`src/rtl/toggle_rx_pkg.sv`:
```
// toggle_rx_pkg: shared receive-state type and constants for the toggle descrambler
package toggle_rx_pkg;
    typedef enum logic {HUNT, LOCKED} rx_state_t;
    localparam logic [7:0] DEFAULT_SYNC = 8'h47;
    localparam int MISS_TOTAL_W = 16;
    localparam int LOCK_CNT_W = 8;
endpackage

```
`src/rtl/toggle_sync_detect.sv`:
```
// toggle_sync_detect: local toggle generator and dual-polarity sync hunter
module toggle_sync_detect
    import toggle_rx_pkg::*;
#(
    parameter int WIDTH = 8,
    parameter logic [WIDTH-1:0] SYNC_WORD = WIDTH'(DEFAULT_SYNC)
) (
    input  logic clk,
    input  logic rst_n,
    input  logic din,
    input  logic shift,
    input  logic clear,
    output logic t,
    output logic match_pos,
    output logic match_neg
);
    logic [WIDTH-1:0] sr, sr_nxt;

    // Compare against the value sr takes on this edge so lock lands one edge after the last sync bit
    assign sr_nxt = {sr[WIDTH-2:0], din ^ t};
    assign match_pos = shift && sr_nxt == SYNC_WORD;
    assign match_neg = shift && sr_nxt == ~SYNC_WORD;

    always_ff @(posedge clk) begin
        if (!rst_n) begin
            t <= 1'b0;
            sr <= '0;
        end else begin
            t <= ~t;
            sr <= clear ? '0 : shift ? sr_nxt : sr;
        end
    end
endmodule

```
`src/rtl/toggle_descrambler.sv`:
```
// toggle_descrambler: phase-hunting toggle remover and word deserializer.
// Optional stats outputs enabled by TOGGLE_DESCRAMBLER_STATS_EN.
module toggle_descrambler
    import toggle_rx_pkg::*;
#(
    parameter int WIDTH = 8,
    parameter logic [WIDTH-1:0] SYNC_WORD = WIDTH'(DEFAULT_SYNC),
    parameter int FRAME_WORDS = 4,
    parameter int MISS_LIMIT = 3
) (
    input  logic clk,
    input  logic rst_n,
    input  logic din,
    output logic [WIDTH-1:0] dout,
    output logic dout_valid,
    output logic locked
`ifdef TOGGLE_DESCRAMBLER_STATS_EN
    ,
    output logic [MISS_TOTAL_W-1:0] sync_miss_total,
    output logic [LOCK_CNT_W-1:0] lock_count
`endif
);
    localparam int BW = $clog2(WIDTH);
    localparam int FWW = $clog2(FRAME_WORDS + 1);
    localparam int MW = $clog2(MISS_LIMIT + 1);
    localparam logic [BW-1:0] LAST_BIT = BW'(WIDTH - 1);
    localparam logic [FWW-1:0] LAST_SLOT = FWW'(FRAME_WORDS);
    localparam logic [MW-1:0] MISS_LAST = MW'(MISS_LIMIT - 1);

    rx_state_t state, state_nxt;
    logic t, p, b, match_pos, match_neg, lock_ev, word_done, miss, unlock;
    logic [WIDTH-1:0] wsr, word;
    logic [BW-1:0] bc;
    logic [FWW-1:0] wc;
    logic [MW-1:0] mc;

    toggle_sync_detect #(.WIDTH(WIDTH), .SYNC_WORD(SYNC_WORD)) u_sync (
        .clk(clk),
        .rst_n(rst_n),
        .din(din),
        .shift(state == HUNT),
        .clear(unlock),
        .t(t),
        .match_pos(match_pos),
        .match_neg(match_neg)
    );

    assign locked = state == LOCKED;

    always_comb begin
        b = din ^ t ^ p;
        word = {wsr[WIDTH-2:0], b};
        lock_ev = state == HUNT && (match_pos || match_neg);
        word_done = state == LOCKED && bc == LAST_BIT;
        miss = word_done && wc == '0 && word != SYNC_WORD;
        unlock = miss && mc == MISS_LAST;
        state_nxt = lock_ev ? LOCKED : unlock ? HUNT : state;
    end

    always_ff @(posedge clk) begin
        if (!rst_n)
            state <= HUNT;
        else
            state <= state_nxt;
    end

    always_ff @(posedge clk) begin
        if (!rst_n) begin
            p <= 1'b0;
            wsr <= '0;
            bc <= '0;
            wc <= '0;
            mc <= '0;
            dout <= '0;
            dout_valid <= 1'b0;
        end else begin
            dout_valid <= 1'b0;
            if (lock_ev) begin
                // The sync word just matched fills slot 0, so the next word is data slot 1
                p <= match_neg;
                bc <= '0;
                wc <= FWW'(1);
                mc <= '0;
            end else if (state == LOCKED) begin
                wsr <= word;
                bc <= word_done ? '0 : bc + 1'b1;
                if (word_done) begin
                    wc <= wc == LAST_SLOT ? '0 : wc + 1'b1;
                    if (wc != '0) begin
                        dout <= word;
                        dout_valid <= 1'b1;
                    end else
                        mc <= miss ? mc + 1'b1 : '0;
                end
            end
        end
    end

`ifdef TOGGLE_DESCRAMBLER_STATS_EN
    always_ff @(posedge clk) begin
        if (!rst_n) begin
            sync_miss_total <= '0;
            lock_count <= '0;
        end else begin
            if (miss && sync_miss_total != '1)
                sync_miss_total <= sync_miss_total + 1'b1;
            if (lock_ev && lock_count != '1)
                lock_count <= lock_count + 1'b1;
        end
    end
`endif
endmodule
```
`config.mk`:
```
export PLATFORM = sky130hd
export DESIGN_NAME = toggle_descrambler
export DESIGN_NICKNAME = d
export VERILOG_FILES = /design/src/rtl/toggle_rx_pkg.sv /design/src/rtl/toggle_sync_detect.sv /design/src/rtl/toggle_descrambler.sv
export SDC_FILE = /design/constraint.sdc
export NUM_CORES = 1
export LEC_CHECK = 0
export CORE_AREA = 2 2 54 56
export CTS_BUF_LIST = sky130_fd_sc_hd__clkbuf_4
export CTS_CLUSTER_SIZE = 25
export DETAILED_ROUTE_END_ITERATION = 6
export DIE_AREA = 0 0 56 58
export HOLD_SLACK_MARGIN = 0.08
export PLACE_DENSITY_LB_ADDON = 0.1
export SYNTH_ARGS = -nofsm -noshare
export SYNTH_HDL_FRONTEND = slang
export SYNTH_HIERARCHICAL = 1
export SYNTH_SLANG_ARGS = --single-unit
```
`constraint.sdc`:
```
create_clock -name clk -period 1.8 [get_ports clk]
set_input_delay 0.45 -clock clk [delete_from_list [all_inputs] [get_ports clk]]
set_output_delay 0.45 -clock clk [all_outputs]
set_load 0.02 [all_outputs]
```
After elaboration in Yosys (flattened, before gate mapping). Cells that the tools add are included.

Register bits after elaboration: 34.

Add/sub/neg operators: 3. Bitwise logic cells: 8. Mux-type cells: 9. Reduce and logical (&&, ||, !) cells: 21. Eq/ne operators: 6.

Operator list (count): $eq A8 B7 Y1 const B (1); $eq A8 B8 Y1 const B (1); $ne A8 B7 Y1 const B (1); $logic_and A1 B1 Y1 (7); $add A3 B1 Y3 const B (2); $eq A3 B3 Y1 const B (2); $mux W1 (6); $mux W3 (2); $not A1 Y1 (6); $reduce_and A2 Y1 (3); $reduce_bool A2 Y1 (3); $reduce_and A4 Y1 (1); $reduce_or A2 Y1 (2); $reduce_or A4 Y1 (1); $logic_not A3 Y1 (1); $reduce_and A3 Y1 (1); $reduce_bool A3 Y1 (1); $add A2 B1 Y2 const B (1); $eq A2 B2 Y1 const B (1); $mux W2 (1); $xor A1 B1 Y1 (2); $logic_or A1 B1 Y1 (1).

Logic depth before layout (Yosys ltp).
Depth in word-level cells: 7. Gate-level depth with buffers: 7.

By module. Netlist, hierarchy kept.

By module, submodules not included: toggle_descrambler (cells an instance 124, area each 1151.1 µm², instances 1); toggle_sync_detect (cells an instance 33, area each 344.1 µm², instances 1).

Worst setup path after synthesis. OpenSTA, ideal clock, no wires.

Path type: reg2reg. Start: reg state, in the netlist locked. End: reg mc[1]. Stages on the path, launching flop included: 7. Period minus slack after synthesis: 1.764 ns. Path slack: 0.036 ns. Arrival time: 1.663 ns. Data required time: 1.699 ns. Setup time: 0.101 ns. Cells stage by stage: dfxtp_1 inv_1 buf_4 and4_1 o21bai_1 nand2_1 o41ai_1.

Word-level cells in the longest chain between the ends: 5. Elaborated cells between the ends (all ways): 11. Those cells by class: mux (1); bitwise (1); reduce/logical (9).

RTL lines: start: declaration (line toggle_descrambler.sv:30) `rx_state_t state, state_nxt;`; start signal: assignment (line toggle_descrambler.sv:64) `state <= state_nxt;`; $not A1 Y1 (no source line); $logic_and A1 B1 Y1 (line toggle_sync_detect.sv:22) `assign match_neg = shift && sr_nxt == ~SYNC_WORD;`; net match_neg (line toggle_descrambler.sv:31) `logic t, p, b, match_pos, match_neg, lock_ev, word_done, miss, unlock;`; $logic_or A1 B1 Y1 (line toggle_descrambler.sv:53) `lock_ev = state == HUNT && (match_pos || match_neg);`; $logic_and A1 B1 Y1 (line toggle_descrambler.sv:53); $reduce_or A2 Y1 (no source line); end signal: assignment (line toggle_descrambler.sv:93) `mc <= miss ? mc + 1'b1 : '0;`; end: declaration (line toggle_descrambler.sv:35) `logic [MW-1:0] mc;`.

The timed path passes the listed nets, and every way through them passes these cells. A chain may end at the register's enable or synchronous reset.

Worst setup path after layout.
Start: in din. End: reg u_sync.sr[4].

Word-level cells in the longest chain between the ends: 6.

RTL lines: start: declaration (line toggle_descrambler.sv:13) `input logic din,`; $xor A1 B1 Y1 (2 in series) (line toggle_descrambler.sv:51) `b = din ^ t ^ p;`; $ne A8 B7 Y1 (line toggle_descrambler.sv:55) `miss = word_done && wc == '0 && word != SYNC_WORD;`; $logic_and A1 B1 Y1 (line toggle_descrambler.sv:55); $logic_and A1 B1 Y1 (line toggle_descrambler.sv:56) `unlock = miss && mc == MISS_LAST;`; net unlock (line toggle_descrambler.sv:31); $reduce_or A2 Y1 (no source line); end signal: assignment (line toggle_sync_detect.sv:30) `sr <= clear ? '0 : shift ? sr_nxt : sr;`; end: declaration (line toggle_sync_detect.sv:17) `logic [WIDTH-1:0] sr, sr_nxt;`.

The timed path passes the listed nets, and every way through them passes these cells.

==> flow_summary.ini <==
[setup_path]
reg2reg_depth = 6
critPathLaunch = din
path_delay_family = buffers and inverters
critPathArrivalTime_ns = 2.03
crit_buf_inv = 2
reg2reg_to = u_sync/sr[4]
critPathSlowestCell = clkdlybuf4s50_1
critPathKind = in -> reg
crit_path_end_kind = flip-flop
crit_path_cell_trace = clkdlybuf4s50_1 -> xnor3_1 -> nor4_4 -> nor3_1 -> nand2b_1 -> buf_4 -> nor2_1
rrSetupSlack_ns = 0.14
start_kind = primary input
path_depth = 7
r2r_start = u_sync/t
required_ns = 2.07
cp_max_fo = 5
slowest_delay_ns = 0.53
crit_end = u_sync/sr[4]

[logic_synthesis]
synth_top_area_share = 0.455
postSynthCellCount = 157
ys_ff_latch = 34
ys_seq_area_frac = 0.455
synth-main-ff-cell = dfxtp_1
synthArstFlopShare = 0
synth_warnings = 6
syn_nets = 165
ys_top_cells_by_area = dfxtp_1 (46%), mux2i_1 (8.0%), a21oi_1 (5.0%)
synth.largest_area_cell = dfxtp_1
synth_edf_count = 0
synth_cell_types = 39
avgSynthCellArea_um2 = 9.52
synth_area_um2 = 1500

[clocking]
clock_latency_ns = 0.33
postCtsHoldBufs = 0
clk_path_buf_depth = 2
post_cts_buffers = 0
ctsHtreeMaxLevel = 2
cts.sinks = 34
clk_pin_slew_ns = 0.10
cts_buffers = 5
root_buffer = clkbuf_4
cts_tree = yes

[flow_run]
maxCapViolCount = 0

[sta]
finalHoldViolCount = 0
worst_pin_slew_ns = 0.389
max-slew-margin-rel = 0.740
setup_viol = 0
drv_slew = 0
fin_ws_ns = 0.0354
post-route-min-period_ns = 1.76
skew_ns = 0.0115
period_share = 0.980
max_freq_mhz = 567
rsz0062_at_grt = true

[grt]
grtUsageTotal = 0.199
grt_pass1_vias = 1196
grt_overflow = 0
grt_pass1_wl_um = 4960
antenna_found_initial = 0
grt_max_degree = 14

[power_and_ir_drop]
peakVddDrop_v = 0.000751
p_leak_nw = 0.698
p_int_mw = 1.07
powerDensity_nw_per_um2 = 746
p_seq_frac = 0.571
switching_power_uw = 273
p_sw_frac = 0.204
pwr-share-clk = 0.389
totalPowerFinal_mw = 1.34
p_comb_frac = 0.040

[routing]
drc_errors = 0
routedWlPerCell_um = 13.6
first_iter_violations = 31
viasPerCell = 5.48
finalWirelength_um = 2930
drtPass1Iterations = 4
postRouteAntennaNets = 0
vias = 1183

[final_layout]
layout_common_cells = dfxtp_1 (34), nor2_1 (16), a21oi_1 (15), buf_4 (15), mux2i_1 (12)
fin_nets = 193
insertedDiodeCount = 0
areaGrowthSynthToFinish_pct = 20.2
mostFrequentLayoutCell = dfxtp_1
layout-drive-gt1-share = 0.146
final_design_area_no_fill_um2 = 1800
layoutNonFillerInstCount = 216

[floorplanning]
io_pins = 13
row_count = 19
fp.coreArea_um2 = 2660
die_y_um = 58
start_util = 0.562
die_w_um = 56
dieArea_um2 = 3250

[place]
pre_cts_ws_ns = -0.284
hpwl_um = 2140
portBuffers = 12
placed_cells_incl_taps = 209
dpl_cell_area_um2 = 1720
gp_congestion = 0.747

[hold_path]
hold_path_class = reg -> reg

[run_status]
outcome = completed
## area by class of cell
class / count / area (um2)
inverter: 7 / 26.3
clock inverter: 2 / 33.8
timing repair buffer: 27 / 231
fill: 219 / 866
clock buffer: 5 / 37.5
sequential: 34 / 681
multi-input combinational: 110 / 748
tap: 31 / 38.8
## worst reg2reg max path: cells and delay by family, from the launching register on
family,cells,cell delay [ns]
XOR/XNOR,1,0.40
buffers and inverters,1,0.16
flip-flops,1,0.43
AND/OR/NAND/NOR,4,0.60
## metrics by stage
step	TNS, ns	utilization	hold slack [ns]
floorplan	0	-	0.445
global placement	-3.33	0.646	0.449
detailed placement	-3.77	0.646	0.459
CTS	0	0.672	0.473
global route	-0.123	0.675	0.497
finish	0	0.675	0.470
## state kept, by name, summed over array words and instances, names as in the netlist
signal and flops:
bc 3, dout 8, dout_valid 1, locked 1
mc 2, p 1, u_sync/sr 7, u_sync/t 1
wc 3, wsr 7
## power groups by stage
stage	Clock, mW	Sequential [mW]	Combinational [mW]
after CTS	0.536	0.765	0.0510
final	0.521	0.766	0.0532
after global routing	0.557	0.767	0.0579
after global placement	0	0.782	0.0503
after detailed placement	0	0.783	0.0507
after floorplan	0	0.781	0.0292
## how the worst min path moves through the flow
stage,start,end,slack [ns],cells after the start
finish,bc[2],bc[2],0.47,2
CTS,bc[2],bc[2],0.47,2
detailed placement,bc[2],bc[2],0.46,2
global placement,bc[2],bc[2],0.45,2
floorplan,bc[2],bc[2],0.45,2
global route,bc[2],bc[2],0.50,2
## cells in the mapped netlist (2+ instances only)
cell	instances
dfxtp_1	34
nor2_1	16
a21oi_1	15
mux2i_1	12
nand2_1	11
nand3_1	10
o21ai_0	7
inv_1	6
ha_1	5
nand2b_1	4
o21ai_1	3
buf_2	2
buf_4	2
buf_6	2
nand3b_1	2
nand4_1	2
nor3_1	2
## kinds of logic after synthesis
logic type / after synthesis / synth area share
multiplexers: 12 / 0.0803
buffers and inverters: 13 / 0.0494
AND/OR/NAND/NOR: 60 / 0.237
XOR/XNOR: 2 / 0.0209
flip-flops: 34 / 0.455
AO/OA/AOI/OAI: 31 / 0.115
adder cells (fa/ha/maj): 5 / 0.0418
## per-layer routing
layer / wire length, um / GRT usage / share of wire
met4: 83 / 0.109 / 0.028
met1: 1350 / 0.223 / 0.46
met5: 0 / 0 / 0
met2: 1380 / 0.345 / 0.47
met3: 114 / 0.0536 / 0.039
## repair_timing
action / CTS / global route
setup endpoints to repair: 1 / 7
cloned: 0 / 0
resized for setup: 1 / 1
Power figures use the tool's default switching activity.
